**src/rtl/frame_scan_sequencer_pkg.sv**
```systemverilog
// Shared definitions for the frame scan sequencer and the per-pixel controller.
package frame_scan_sequencer_pkg;

    typedef enum logic [1:0] {
        OP_NOP,
        OP_PRED,
        OP_RESID,
        OP_FLUSH
    } ctrl_op_e;

    localparam int DEF_IMG_W = 512;
    localparam int DEF_IMG_H = 512;

    localparam int ST_W = 3;
    localparam logic [ST_W-1:0] ST_IDLE    = 3'd0;
    localparam logic [ST_W-1:0] ST_ISSUE   = 3'd1;
    localparam logic [ST_W-1:0] ST_WAIT    = 3'd2;
    localparam logic [ST_W-1:0] ST_ADVANCE = 3'd3;
    localparam logic [ST_W-1:0] ST_FIN     = 3'd4;

    // Counter width that stays legal for a dimension of 1.
    function automatic int cnt_w(input int n);
        return (n > 1) ? $clog2(n) : 1;
    endfunction

endpackage

```
**src/rtl/frame_scan_sequencer_raster_counter.sv**
```systemverilog
// Raster position tracker: row/col, pixel pointer and edge flags.
module frame_scan_sequencer_raster_counter
    import frame_scan_sequencer_pkg::*;
#(
    parameter int IMG_W  = DEF_IMG_W,
    parameter int IMG_H  = DEF_IMG_H,
    parameter int ADDR_W = 18
) (
    input  logic              clk,
    input  logic              rst,
    input  logic              load,
    input  logic              advance,
    input  logic [ADDR_W-1:0] base,
    output logic [ADDR_W-1:0] ptr,
    output logic              last_pixel,
    output logic              first_row,
    output logic              first_col
);

    localparam int COL_W = cnt_w(IMG_W);
    localparam int ROW_W = cnt_w(IMG_H);

    logic [COL_W-1:0] col;
    logic [ROW_W-1:0] row;
    logic             last_col;

    assign last_col   = (col == COL_W'(IMG_W - 1));
    assign last_pixel = last_col && (row == ROW_W'(IMG_H - 1));

    always_ff @(posedge clk or posedge rst) begin
        if (rst) begin
            ptr       <= '0;
            col       <= '0;
            row       <= '0;
            first_row <= 1'b1;
            first_col <= 1'b1;
        end else if (load) begin
            ptr       <= base;
            col       <= '0;
            row       <= '0;
            first_row <= 1'b1;
            first_col <= 1'b1;
        end else if (advance) begin
            ptr <= ptr + ADDR_W'(1);
            if (last_col) begin
                col       <= '0;
                row       <= row + ROW_W'(1);
                first_col <= 1'b1;
                first_row <= 1'b0;
            end else begin
                col       <= col + COL_W'(1);
                first_col <= 1'b0;
            end
        end
    end

endmodule

```
**src/rtl/frame_scan_sequencer.sv**
```systemverilog
// Frame-level raster scheduler issuing one pixel job at a time.
module frame_scan_sequencer
    import frame_scan_sequencer_pkg::*;
#(
    parameter int IMG_W   = DEF_IMG_W,
    parameter int IMG_H   = DEF_IMG_H,
    parameter int ADDR_W  = 18,
    parameter int TIMEOUT = 64
) (
    input  logic              clk,
    input  logic              rst,
    input  logic              start,
    input  logic [ADDR_W-1:0] base_addr,
    input  logic              abort,
    input  logic              out_ready,
    input  logic              pix_done,
    output logic              pix_start,
    output logic [ADDR_W-1:0] ptr,
    output logic              edge_case_first_row,
    output logic              edge_case_first_col,
    output logic              busy,
    output logic              done,
    output logic [ADDR_W-1:0] pix_count,
    output logic              err
);

    localparam int WD_W = $clog2(TIMEOUT + 1);

    logic [ST_W-1:0] state;
    logic [WD_W-1:0] wd;
    logic            load;
    logic            advance;
    logic            last_pixel;
    logic            wd_expired;

    always_comb begin
        load       = (state == ST_IDLE) && start;
        advance    = (state == ST_ADVANCE) && !abort && !last_pixel;
        wd_expired = (wd == WD_W'(TIMEOUT - 1)) && !pix_done;
    end

    frame_scan_sequencer_raster_counter #(
        .IMG_W  (IMG_W),
        .IMG_H  (IMG_H),
        .ADDR_W (ADDR_W)
    ) u_raster_counter (
        .clk        (clk),
        .rst        (rst),
        .load       (load),
        .advance    (advance),
        .base       (base_addr),
        .ptr        (ptr),
        .last_pixel (last_pixel),
        .first_row  (edge_case_first_row),
        .first_col  (edge_case_first_col)
    );

    always_ff @(posedge clk or posedge rst) begin
        if (rst) begin
            state     <= ST_IDLE;
            wd        <= '0;
            pix_start <= 1'b0;
            done      <= 1'b0;
            busy      <= 1'b0;
            pix_count <= '0;
            err       <= 1'b0;
        end else begin
            pix_start <= 1'b0;
            done      <= 1'b0;
            // Abort outranks completion, timeout and protocol errors.
            if (state != ST_IDLE && abort) begin
                state <= ST_IDLE;
                busy  <= 1'b0;
            end else begin
                if (pix_done && state != ST_WAIT) begin
                    err <= 1'b1;
                end
                case (state)
                    ST_IDLE: begin
                        if (start) begin
                            state     <= ST_ISSUE;
                            busy      <= 1'b1;
                            pix_count <= '0;
                            err       <= pix_done;
                        end
                    end
                    ST_ISSUE: begin
                        if (out_ready) begin
                            pix_start <= 1'b1;
                            wd        <= '0;
                            state     <= ST_WAIT;
                        end
                    end
                    ST_WAIT: begin
                        if (pix_done) begin
                            pix_count <= pix_count + ADDR_W'(1);
                            state     <= ST_ADVANCE;
                        end else if (wd_expired) begin
                            err   <= 1'b1;
                            state <= ST_IDLE;
                            busy  <= 1'b0;
                        end else begin
                            wd <= wd + WD_W'(1);
                        end
                    end
                    ST_ADVANCE: begin
                        if (last_pixel) begin
                            done  <= 1'b1;
                            state <= ST_FIN;
                        end else begin
                            state <= ST_ISSUE;
                        end
                    end
                    ST_FIN: begin
                        state <= ST_IDLE;
                        busy  <= 1'b0;
                    end
                    default: begin
                        state <= ST_IDLE;
                        busy  <= 1'b0;
                    end
                endcase
            end
        end
    end

endmodule

```
**config.mk**
```make
export PLATFORM = sky130hd
export DESIGN_NAME = frame_scan_sequencer
export DESIGN_NICKNAME = d
export VERILOG_FILES = /design/src/rtl/frame_scan_sequencer_pkg.sv /design/src/rtl/frame_scan_sequencer_raster_counter.sv /design/src/rtl/frame_scan_sequencer.sv
export SDC_FILE = /design/constraint.sdc
export NUM_CORES = 1
export LEC_CHECK = 0
export BUFFER_PORTS_ARGS = -buffer_cell sky130_fd_sc_hd__buf_2
export CAP_MARGIN = 15
export CORE_MARGIN = 2
export CORE_UTILIZATION = 40
export CTS_CLUSTER_SIZE = 30
export DETAILED_ROUTE_END_ITERATION = 8
export GPL_ROUTABILITY_DRIVEN = 0
export MAX_ROUTING_LAYER = met4
export SYNTH_ARGS = -nofsm -noshare
export SYNTH_HDL_FRONTEND = slang
export SYNTH_SLANG_ARGS = --single-unit
```
**constraint.sdc**
```tcl
create_clock -name clk -period 3.03 [get_ports clk]
set_clock_uncertainty 0.05 [all_clocks]
set_input_delay 0.606 -clock clk [delete_from_list [all_inputs] [get_ports clk]]
set_output_delay 0.606 -clock clk [all_outputs]
set_load 0.02 [all_outputs]
```
* Word level (Yosys, flattened, before mapping)
Index checks and enable logic that the tools add are counted.
** Operators by class
- Add/sub/neg operators :: 5
- Eq/ne operators :: 18
- Multiplexer cells :: 44
- Bitwise operators :: 1
- Reductions and logical operators :: 22
** Operator list (number)
- 2-to-1 mux 18 bit :: 4
- 2-to-1 mux 9 bit :: 6
- adder 18 x 1 -> 18 bit (second input constant) :: 2
- one-hot mux 18 bit (2 select lines) :: 1
- 2-to-1 mux 7 bit :: 3
- 2-to-1 mux 1 bit :: 20
- adder 9 x 1 -> 9 bit (second input constant) :: 2
- == test 9 bit (second input constant) :: 2
- 2-to-1 mux 3 bit :: 6
- one-hot mux 7 bit (2 select lines) :: 1
- one-hot mux 3 bit (4 select lines) :: 1
- inequality test 2 bit (second input constant) :: 5
- inequality test 3 bit (second input constant) :: 3
- AND reduction 4 bit :: 2
- nonzero test 2 bit :: 4
- adder 7 x 1 -> 7 bit (second input constant) :: 1
- == test 7 x 6 -> 1 bit (second input constant) :: 1
- logical AND 1 bit :: 7
- == test 3 x 2 -> 1 bit (second input constant) :: 2
- inequality test 3 x 2 -> 1 bit (second input constant) :: 2
- AND reduction 5 bit :: 1
- inequality test 4 bit (second input constant) :: 1
- == test 3 x 1 -> 1 bit (second input constant) :: 1
- zero test 1 bit :: 3
- other kinds (9) :: 9
** Word-level totals
- Flip-flop bits (word level) :: 70
- Bits of input ports :: 24
- Output and inout port bits :: 42
- Word-level logic and storage cells :: 102

* Depth between registers and ports, before layout
Gate-level depths: netlist of run 1.
- Depth in word-level cells :: 6
- Depth in mapped cells :: 10
- Depth with buffers taken out :: 9

* By module
A second synthesis of run 1 with hierarchy kept.
** Unflattened totals
- Cells, all modules :: 399
- Area, all modules :: 3793.6 sq um
** By module, submodules not included
- frame_scan_sequencer_raster_counter :: instances 1, cells an instance 214, area an instance 2006.9 sq um, sequential area each 953.4 sq um
- frame_scan_sequencer :: instances 1, cells an instance 185, area an instance 1786.7 sq um, sequential area each 800.8 sq um

* Worst setup path after synthesis of run 1
No wires, ideal clock.
- Path kind :: register to register
- Start :: register u_raster_counter.col[0]
- End :: register u_raster_counter.ptr[13]
- Library setup time :: 0.082 ns
- Arrival time :: 2.904 ns
- Slack :: -0.006 ns
- Stages on the path, launching flop included :: 11
- Path buffers :: 1
- Path through :: dfrtp_1 ha_1 and3_1 and3_1 and3_1 ha_1 and2_1 or4_4 buf_6 or4_1 a31oi_1
** On the way
- Word-level cells in the longest chain between the ends :: 5
** RTL lines
- start: declaration :: line frame_scan_sequencer_raster_counter.sv:23 : logic [COL_W-1:0] col;
- start signal: assignment :: line frame_scan_sequencer_raster_counter.sv:51 : col <= col + COL_W'(1);
- == test 9 bit :: line frame_scan_sequencer_raster_counter.sv:27 : assign last_col = (col == COL_W'(IMG_W - 1));
- logical AND 1 bit :: line frame_scan_sequencer_raster_counter.sv:28 : assign last_pixel = last_col && (row == ROW_W'(IMG_H - 1));
- zero test 1 bit :: line frame_scan_sequencer.sv:38 : advance = (state == ST_ADVANCE) && !abort && !last_pixel;
- logical AND 1 bit :: line frame_scan_sequencer.sv:38
- nonzero test 2 bit (no line)
- end signal: assignment :: line frame_scan_sequencer_raster_counter.sv:38 : ptr <= base;
- end signal: assignment :: line frame_scan_sequencer_raster_counter.sv:44 : ptr <= ptr + ADDR_W'(1);
- end: declaration :: line frame_scan_sequencer_raster_counter.sv:14 : output logic [ADDR_W-1:0] ptr,
Every way passes these cells.
A chain may end at the register's enable or synchronous reset.

* Worst setup path after layout of run 1
- Start :: register u_raster_counter.col[0]
- End :: register u_raster_counter.ptr[16]
The elaborated chain is that of the path after synthesis.

==> results.tsv, run 1 <==
metric	value	unit
outcome	complete, no violations	
die footprint	10130	sq um
vias per cell	5.652	
type of the worst setup path	reg2reg	
commonest non-fill, non-tap cells in the layout	dfrtp_1, buf_2, nand2_1, o21ai_0, a21oi_1	
Filler cells	904	
post-DR wirelength/cell	14.71	um
async set or reset register ratio after synthesis	100.0	%
clock root buffer	clkbuf_8	
Rel. slew slack	34.08	%
Unique masters post-synth	51	
syn_nets	448	
PD cells	672.5	nW/um^2
FMAX	0.3456	GHz
CP endpoint kind	flip-flop	
Core Area	9153	sq um
Post-DP HPWL	6095	um
Initial DRT Pass Iterations	4	
H-tree Lvls	3	
Final Setup Violations	0	
Hold Fails Final Rpt	0	
I/O Pins	66	
vias in the first global route	3191	
post-route ant nets	0	
DRC	0	
Final Total Pwr	2.962	mW
yosys warns	0	
TritonCTS Sinks	70	
sequential element share of the synthesized area	46.94	%
FF-to-FF End	u_raster_counter.ptr[16]	
Vias	3397	
largest net degree at the start of global routing	71	
prevailing post-synth register cell	dfrtp_1	
post-synthesis instance area	3737	sq um
Rows	35	
worst r2r path cells	9	
initial antenna violation count	0	
DR iter-0 viols	105	
final slew viol count	0	
Max IR drop VDD	0.2919	mV
Hold-fix buffers, CTS	0	
die width	100.7	um
first-pass GRT wire length	14990	um
Critical Path RT	3.25	ns
Reg clk slew, reported paths	0.08	ns
overall die height	100.7	um
share of cells above drive strength 1	21.43	%
r2r startpoint	u_raster_counter.col[0]	
syn avg cell area	8.962	sq um
worst-skew pair later-pin latency	0.35	ns
EDFF count, synth	0	
total wire length	8839	um
grt ovf	0	
Max Cap Violations	0	
Setup TNS	0	ns
dpl ws	0.0008693	ns
Reg2Reg Setup Slack	0.14	ns
PortBufs	65	
Worst setup SP type	flip-flop	
Nets	516	
CP max FO	7	
Clock Tree Buf Depth	2	
fin util	48.12	%
worst hold path class	in2async	
commonest non-fill, non-tap cell in the layout	dfrtp_1	
antenna cell count	0	
Initial Utilization	40.83	%
Synth Instances	417	
Arr. time, crit path	3.12	ns
synthesis-to-layout area growth	17.84	%
Global Route Usage Sum	19.15	%
Period minus WS final	2.894	ns
CTS buffer count	9	
RSZ-0062 raised after global routing	no	
TritonCTS clock tree	yes	
transition time at the pin with the least slew margin	0.9845	ns
synthesized flop and latch total	70	
final worst path period share	95.50	%
Leak	1.914	nW
final worst slack	0.1365	ns
==> how the worst max path moves through the flow <==
stage,from,end,slack [ns],cells after the start
floorplan,u_raster_counter.col[0],u_raster_counter.ptr[13],0.03,10
global placement,u_raster_counter.col[0],u_raster_counter.ptr[14],0.04,9
detailed placement,u_raster_counter.col[0],u_raster_counter.ptr[16],0.0009,9
CTS,u_raster_counter.col[0],u_raster_counter.ptr[13],0.08,9
global route,u_raster_counter.col[0],u_raster_counter.ptr[16],0.02,9
finish,u_raster_counter.col[0],u_raster_counter.ptr[16],0.14,9
==> worst max-delay path: stages (launching register included) <==
cell and delay, ns:
dfrtp_1 0.39, ha_1 0.23, and3_1 0.20, and3_1 0.18
and3_1 0.18, ha_1 0.18, and2_4 0.18, or4_4 0.53
or4_1 0.52, a31oi_1 0.18
==> state kept, by name, summed over array words and instances (netlist names) <==
| register | cells |
|---|---|
| busy | 1 |
| done | 1 |
| err | 1 |
| pix_count | 18 |
| pix_start | 1 |
| state | 3 |
| u_raster_counter.col | 9 |
| u_raster_counter.first_col | 1 |
| u_raster_counter.first_row | 1 |
| u_raster_counter.ptr | 18 |
| u_raster_counter.row | 9 |
| wd | 7 |
==> routing by layer <==
layer	vias up	share of wire [%]	track usage, %
li1	1683	-	-
met1	1645	48	25.43
met2	59	47	29.38
met3	10	3.1	3.121
met4	0	1.5	7.587
met5	-	0	-
==> logic make-up after synthesis <==
kind of cell             count (synthesis)  synth area share, %
XOR/XNOR                                11                2.578
multiplexers                             2               0.5357
buffers and inverters                   29                3.147
AO/OA/AOI/OAI                          124                19.48
AND/OR/NAND/NOR                        174                24.98
flip-flops                              70                46.94
adder cells (fa/ha/maj)                  7                2.343
==> cells in the mapped netlist, drive strengths merged (2+ instances only) <==
cell type / number / area share, %
o21a: 2 / 0.40
a31oi: 14 / 2.3
o31ai: 14 / 2.8
nor4: 2 / 0.33
o211ai: 3 / 0.60
nand3: 19 / 2.5
clkbuf: 19 / 1.9
dfstp: 2 / 1.4
inv: 8 / 0.80
nand2: 47 / 4.7
nor3: 7 / 0.94
buf: 2 / 0.44
nor3b: 2 / 0.40
nand3b: 4 / 0.80
xnor2: 5 / 1.2
nand2b: 3 / 0.50
nand4: 4 / 0.67
mux2i: 2 / 0.54
and3: 7 / 1.2
and4: 6 / 1.4
nor2: 31 / 3.1
a31o: 2 / 0.47
xor2: 6 / 1.4
o21ai: 42 / 5.6
dfrtp: 68 / 46
or4: 16 / 3.3
ha: 7 / 2.3
or3: 16 / 2.7
a21oi: 38 / 5.1
==> metrics by stage <==
step | hold slack (ns) | instances | cell area [sq um]
final | 0.2674 | 601 | 4404
after global routing | 0.3115 | 601 | 4404
after CTS | 0.2878 | 601 | 4404
after detailed placement | 0.4002 | 585 | 4233
after global placement | 0.3931 | 585 | 4233
after floorplan | 0.4063 | 417 | 3740
==> area by class of cell <==
| cell class | count | area (sq um) | area share [%] |
|---|---|---|---|
| repair buffers | 78 | 435.4 | 9.886 |
| well taps | 111 | 138.9 | 3.153 |
| flip-flops and latches | 70 | 1754 | 39.83 |
| inverters | 8 | 30.03 | 0.6818 |
| clock buffers | 12 | 145.1 | 3.295 |
| clock inverters | 4 | 22.52 | 0.5114 |
| multi-input cells | 318 | 1878 | 42.64 |
==> report_power, final <==
part | switching [mW] | internal (mW) | total (mW)
registers | 0.217 | 1.11 | 1.33
clock network | 0.359 | 0.316 | 0.675
logic | 0.609 | 0.347 | 0.956
==> repair_timing <==
item / 4_1_cts / 5_1_grt
pin swaps: 0 / 2
buffers inserted: 0 / 0
hold endpoints to repair: 0 / 0
gates resized for setup: 1 / 0
endpoints found under the setup margin: 3 / 3
Note: power is estimated with default switching activity, not from simulation.
==> inputs of run 2 (changes only) <==
Settings changed: ABC_AREA set to 1.
==> run 2 against run 1 <==
Count of clock-buffer cells in the layout did not move. Cell count increased by 36%. Die area rose by 15%. Critical path type unchanged.
==> results.tsv, run 2 <==
metric	value	unit	change
final worst path period share	82.03	%	-13 points
Post-Synth Adder-Cell Area	2.023	%	-0.32 points
largest family of logic cells by synthesized area	simple AND/OR/NAND/NOR gates		
Synth Area in XOR/XNOR	2.225	%	-0.35 points
Crit path buffers/inverters	1		+1
Arr. time, crit path	2.66	ns	-0.46 ns
Hold Fails Final Rpt	0		unchanged
Max Cap Violations	0		unchanged
Rows	37		+5.7%
worst hold path class	in2async		
die width	108.0	um	+7.3%
prevailing post-synth register cell	dfrtp_1		
sw frac	45.13	%	+5.1 points
vias per cell	5.085		-10%
async set or reset register ratio after synthesis	100.0	%	unchanged
Synth Instances	615		+47%
CP max FO	22		+15
Nets	710		+38%
Critical Path, Cell by Cell	ha_1 -> nand3_1 -> nor3b_1 -> ha_1 -> nand2_1 -> nand2_2 -> nand2_4 -> nand2_2 -> inv_2 -> nand3_1 -> o21ai_0		
TritonCTS clock tree	yes		
initial antenna violation count	0		unchanged
FMAX	0.4023	GHz	+16%
internal power	2.080	mW	+17%
transition time at the pin with the least slew margin	0.6821	ns	-0.3024 ns
final slew viol count	0		unchanged
post-DR wirelength/cell	13.30	um	-9.6%
Max IR drop VDD	0.3680	mV	+26%
post-route ant nets	0		unchanged
PortBufs	65		unchanged
Initial Utilization	41.56	%	+0.73 points
EDFF count, synth	0		unchanged
Hold-fix buffers, CTS	0		unchanged
mux contribution to synthesized area	0.2312	%	-0.30 points
Post-DP HPWL	7822	um	+28%
commonest non-fill, non-tap cells in the layout	nand2_1, nor2_1, dfrtp_1, inv_1, buf_2		
Unique masters post-synth	37		-27%
H-tree Lvls	3		unchanged
sequential element share of the synthesized area	40.52	%	-6.4 points
Seq pwr share	38.3	%	-6.6 points
Synth area leader	dfrtp_1		
post-CTS sizing	0		-1
Critical Path RT	3.20	ns	-0.05 ns
Comb power frac	40.8	%	+8.5 points
clock root buffer	clkbuf_8		
Vias	4170		+23%
slowest stage delay, CP	0.39	ns	-0.14 ns
RSZ-0062 raised after global routing	no		
DR iter-0 viols	154		+47%
grt ovf	0		unchanged
syn avg cell area	7.039	sq um	-21%
DRC	0		unchanged
fin util	47.65	%	-0.47 points
share of cells above drive strength 1	16.52	%	-4.9 points
type of the worst setup path	reg2reg		
worst-skew pair later-pin latency	0.35	ns	about the same
top post-synthesis cells by area	dfrtp_1, nand2_1, nor2_1, nand3_1, inv_1		
post-synthesis simple-gate area fraction	37.31	%	+12 points
yosys warns	0		unchanged
Post-CTS Setup Inserts	0		unchanged
outcome	complete, no violations		
slowest cell on the critical path	dfrtp_1		
Final Setup Violations	0		unchanged
compound-gate portion of the synthesized area	9.046	%	-10 points
total wire length	10900	um	+23%
PD cells	763.6	nW/um^2	+14%
synthesis-to-layout area growth	14.65	%	
Setup TNS	0	ns	unchanged
Largest delay share family, worst path	simple AND/OR/NAND/NOR gates		
Initial DRT Pass Iterations	4		unchanged
Period minus WS final	2.486	ns	-0.4079 ns
CTS buffer count	9		unchanged
Core Area	10420	sq um	+14%
post-synth top area share	39.31	%	-6.2 points
antenna cell count	0		unchanged
post-synthesis instance area	4329	sq um	+16%
Final Total Pwr	3.790	mW	+28%
I/O Pins	66		unchanged
TritonCTS Sinks	70		unchanged
largest net degree at the start of global routing	47		-34%
Rel. slew slack	54.36	%	+20 points
synthesized flop and latch total	70		unchanged
die footprint	11670	sq um	+15%
Leak	2.508	nW	+31%
Reg clk slew, reported paths	0.08	ns	about the same
P_sw	1.710	mW	+44%
vias in the first global route	3901		+22%
top cells by count, synth	nand2_1, nor2_1, dfrtp_1, inv_1, nand3_1		
commonest non-fill, non-tap cell in the layout	nand2_1		
Global Route Usage Sum	20.57	%	+1.4 points
top flop regs	pix_count (18), u_raster_counter.ptr (18)		
Clock Tree Buf Depth	2		unchanged
syn_nets	646		+44%
overall die height	108.0	um	+7.3%
first-pass GRT wire length	18540	um	+24%
CP endpoint kind	flip-flop		
Worst setup SP type	flip-flop		
Filler cells	1061		+17%
Clock power frac	20.9	%	-1.9 points
most frequent cell after synthesis	nand2_1		
## run 2: stage by stage
stage	setup WS [ns]	hold slack [ns]	instances	area [sq um]
after floorplan	0.6091	0.4152	615	4329
after global placement	0.6758	0.4046	804	4763
after detailed placement	0.5312	0.4091	804	4763
after CTS	0.5145	0.2713	820	4964
after global routing	0.2771	0.2905	820	4964
final	0.5444	0.2509	820	4964
## run 2: worst register-to-register path: cells and delay by family (launching register included)
| family | cells | cell delay, ns |
|---|---|---|
| and+or+nand+nor | 7 | 1.21 |
| adders and majority gates | 2 | 0.50 |
| DFF | 1 | 0.39 |
| AOI/OAI and AO/OA | 1 | 0.09 |
| buffers and inverters | 1 | 0.13 |
## run 2: final timing paths
kind / from / endpoint / slack [ns] / cells after the start
worst max register to register: u_raster_counter.col[0] / u_raster_counter.row[3] / 0.54 / 11
worst min register to register: u_raster_counter.first_row / u_raster_counter.first_row / 0.42 / 2
worst max-delay path: u_raster_counter.col[0] / u_raster_counter.row[3] / 0.54 / 11
max in group asynchronous: rst / u_raster_counter.first_row / 1.97 / 3
min in group clk: u_raster_counter.first_row / u_raster_counter.first_row / 0.42 / 2
worst min-delay path: rst / pix_count[0] / 0.25 / 2
## run 2: layout make-up
cell class	count	area (sq um)	share of cell area, %
Inverter	72	270.3	5.445
Multi-Input combinational cell	457	2201	44.34
Sequential cell	70	1754	35.34
Tap cell	136	170.2	3.428
Clock buffer	12	155.1	3.126
Timing Repair Buffer	69	367.9	7.411
Clock inverter	4	45.04	0.9075
## run 2: logic make-up after synthesis
logic type	count (synthesis)
multiplexers	1
AO/OA/AOI/OAI	71
XOR/XNOR	11
adder cells (fa/ha/maj)	7
flip-flops	70
buffers and inverters	88
AND/OR/NAND/NOR	367
## run 2: per-layer routing
metal	routed length [um]	vias up	track usage, %
li1	-	2120	-
met1	5161	1903	27.29
met2	4861	121	31.00
met3	611	26	4.521
met4	268	0	7.509
met5	0	-	-
## run 2: power groups by stage
stage	sequential, mW	clock [mW]	combinational [mW]
global placement	1.46	0	1.54
CTS	1.45	0.814	1.56
finish	1.45	0.792	1.55
global route	1.50	0.862	1.77
detailed placement	1.47	0	1.55
floorplan	1.59	0	1.02
==> inputs of run 3 (changes only) <==
Clock period 3.03 ns to 2.2 ns, I/O delays scaled along.
==> run 3 against run 2 <==
Routed wire length rose by 3.8%. Largest power group unchanged. Cell count rose by 2.1%. Count of clock-buffer cells in the layout did not move. Largest cell class unchanged. Via count rose by 1.3%. Die area did not move. Combinational power increased by 50%. Sequential power increased by 37%. Utilization increased by 1.8 points. Power up 45%. Clock power is 49% higher.
==> results.tsv, run 3 (synthesis results as in run 2) <==
metric	value	unit	change
outcome	complete, no violations		
die footprint	11670	sq um	unchanged
total wire length	11310	um	+3.8%
Core Area	10420	sq um	unchanged
Critical Path, Cell by Cell	ha_1 -> nand2_1 -> nor4_2 -> ha_2 -> nand2_1 -> nand4_1 -> nor2_2 -> nand3_1 -> a31oi_1		
Arr. time, crit path	2.26	ns	-0.40 ns
transition time at the pin with the least slew margin	0.4035	ns	-0.2786 ns
Rel. slew slack	73.07	%	+19 points
Hold Fails Final Rpt	0		unchanged
DR iter-0 viols	167		+8.4%
post-DR wirelength/cell	13.51	um	+1.6%
I/O Pins	66		unchanged
CTS buffer count	9		unchanged
Nets	725		+2.1%
first-pass GRT wire length	18590	um	+0.26%
Post-DP HPWL	8231	um	+5.2%
Rows	37		unchanged
Largest delay share family, worst path	simple AND/OR/NAND/NOR gates		
Reg clk slew, reported paths	0.08	ns	about the same
Critical Path RT	2.42	ns	-0.78 ns
Initial Utilization	41.56	%	unchanged
top flop regs	pix_count (18), u_raster_counter.ptr (18)		
vias in the first global route	3918		+0.44%
TritonCTS clock tree	yes		
Period minus WS final	2.042	ns	-0.4440 ns
Max IR drop VDD	0.4407	mV	+20%
TritonCTS Sinks	70		unchanged
crit-path most repeated cell	nand2_1		
commonest non-fill, non-tap cell in the layout	nand2_1		
post-route ant nets	0		unchanged
Final Setup Violations	0		unchanged
share of cells above drive strength 1	18.74	%	+2.2 points
largest net degree at the start of global routing	42		-11%
commonest non-fill, non-tap cells in the layout	nand2_1, nor2_1, dfrtp_1, inv_1, buf_2		
synthesis-to-layout area growth	18.93	%	
Leak	2.582	nW	+2.9%
CP endpoint kind	flip-flop		
worst hold path class	in2reg		
type of the worst setup path	reg2reg		
final slew viol count	0		unchanged
FMAX	0.4898	GHz	+22%
worst-skew pair later-pin latency	0.35	ns	about the same
vias per cell	5.049		-0.72%
Crit path buffers/inverters	0		-1
grt ovf	0		unchanged
PD cells	1067	nW/um^2	+40%
PortBufs	65		unchanged
Initial DRT Pass Iterations	5		+1
Clock Tree Buf Depth	2		unchanged
die width	108.0	um	unchanged
Filler cells	1044		-1.6%
WHS	0.2949	ns	+0.04400 ns
H-tree Lvls	3		unchanged
clock root buffer	clkbuf_8		
final worst path period share	92.80	%	+11 points
Vias	4226		+1.3%
slowest stage delay, CP	0.40	ns	about the same
overall die height	108.0	um	unchanged
slowest cell on the critical path	dfrtp_1		
CP max FO	8		-64%
initial antenna violation count	2		+2
Max Cap Violations	0		unchanged
Final Total Pwr	5.492	mW	+45%
Worst setup SP type	flip-flop		
DRC	0		unchanged
Global Route Usage Sum	20.80	%	+0.23 points
[run 3: where the power goes]
part	switching [mW]	internal (mW)	total [mW]
clock	0.510	0.667	1.18
sequential	0.382	1.61	1.99
combinational	1.53	0.800	2.33
total	2.42	3.08	5.49
[run 3: what timing repair did]
item | in CTS | in global routing
pin swaps | 0 | 1
gates resized for setup | 1 | 7
hold buffers | 1 | 0
endpoints found under the hold margin | 9 | 0
setup endpoints to repair | 1 | 18
setup buffers | 0 | 3
[run 3: final timing paths]
path / startpoint / to / slack, ns / cells after the start
setup reg to reg: u_raster_counter.row[0] / u_raster_counter.ptr[4] / 0.16 / 9
hold / removal: base_addr[2] / u_raster_counter.ptr[2] / 0.29 / 3
max in group asynchronous: rst / u_raster_counter.first_col / 1.01 / 4
setup / recovery: u_raster_counter.row[0] / u_raster_counter.ptr[4] / 0.16 / 9
hold reg to reg: u_raster_counter.first_row / u_raster_counter.first_row / 0.42 / 2
min in group asynchronous: rst / u_raster_counter.ptr[0] / 0.52 / 3
[run 3: cell type report]
cell class,instances,area (sq um),area share (%)
multi-input cells,457,2228,43.28
inverters,72,276.5,5.371
well taps,136,170.2,3.305
diodes,2,5.005,0.09721
clock buffers,12,145.1,2.819
repair buffers,84,499.2,9.696
flip-flops and latches,70,1754,34.07
clock inverters,4,70.07,1.361
[run 3: per-stage QoR]
stage          instances  worst slack (ns)  util (%)  area (sq um)  setup TNS [ns]
2_1_floorplan        615            0.2772         -          4333               0
3_3_place_gp         815           0.09976     46.68          4862               0
3_5_place_dp         815         -0.002039     46.68          4862       -0.002039
4_1_cts              832           0.06784     48.86          5090               0
5_1_grt              837          -0.02886     49.43          5149        -0.02886
6_report             837            0.1584     49.43          5149               0
[run 3: worst reg2reg max path, delay by kind of cell (launching register included)]
family                     cells  cell delay (ns)
adders and majority gates      2             0.39
AOI/OAI and AO/OA              1             0.20
and+or+nand+nor                6             0.93
DFF                            1             0.40
[run 3: per-layer routing]
layer / global-route usage [%] / vias up / part of all wire (%)
met5: - / - / 0
met4: 9.432 / 0 / 1.8
met3: 3.737 / 17 / 4.6
met2: 30.82 / 78 / 46
met1: 27.78 / 1980 / 48
li1: - / 2151 / -
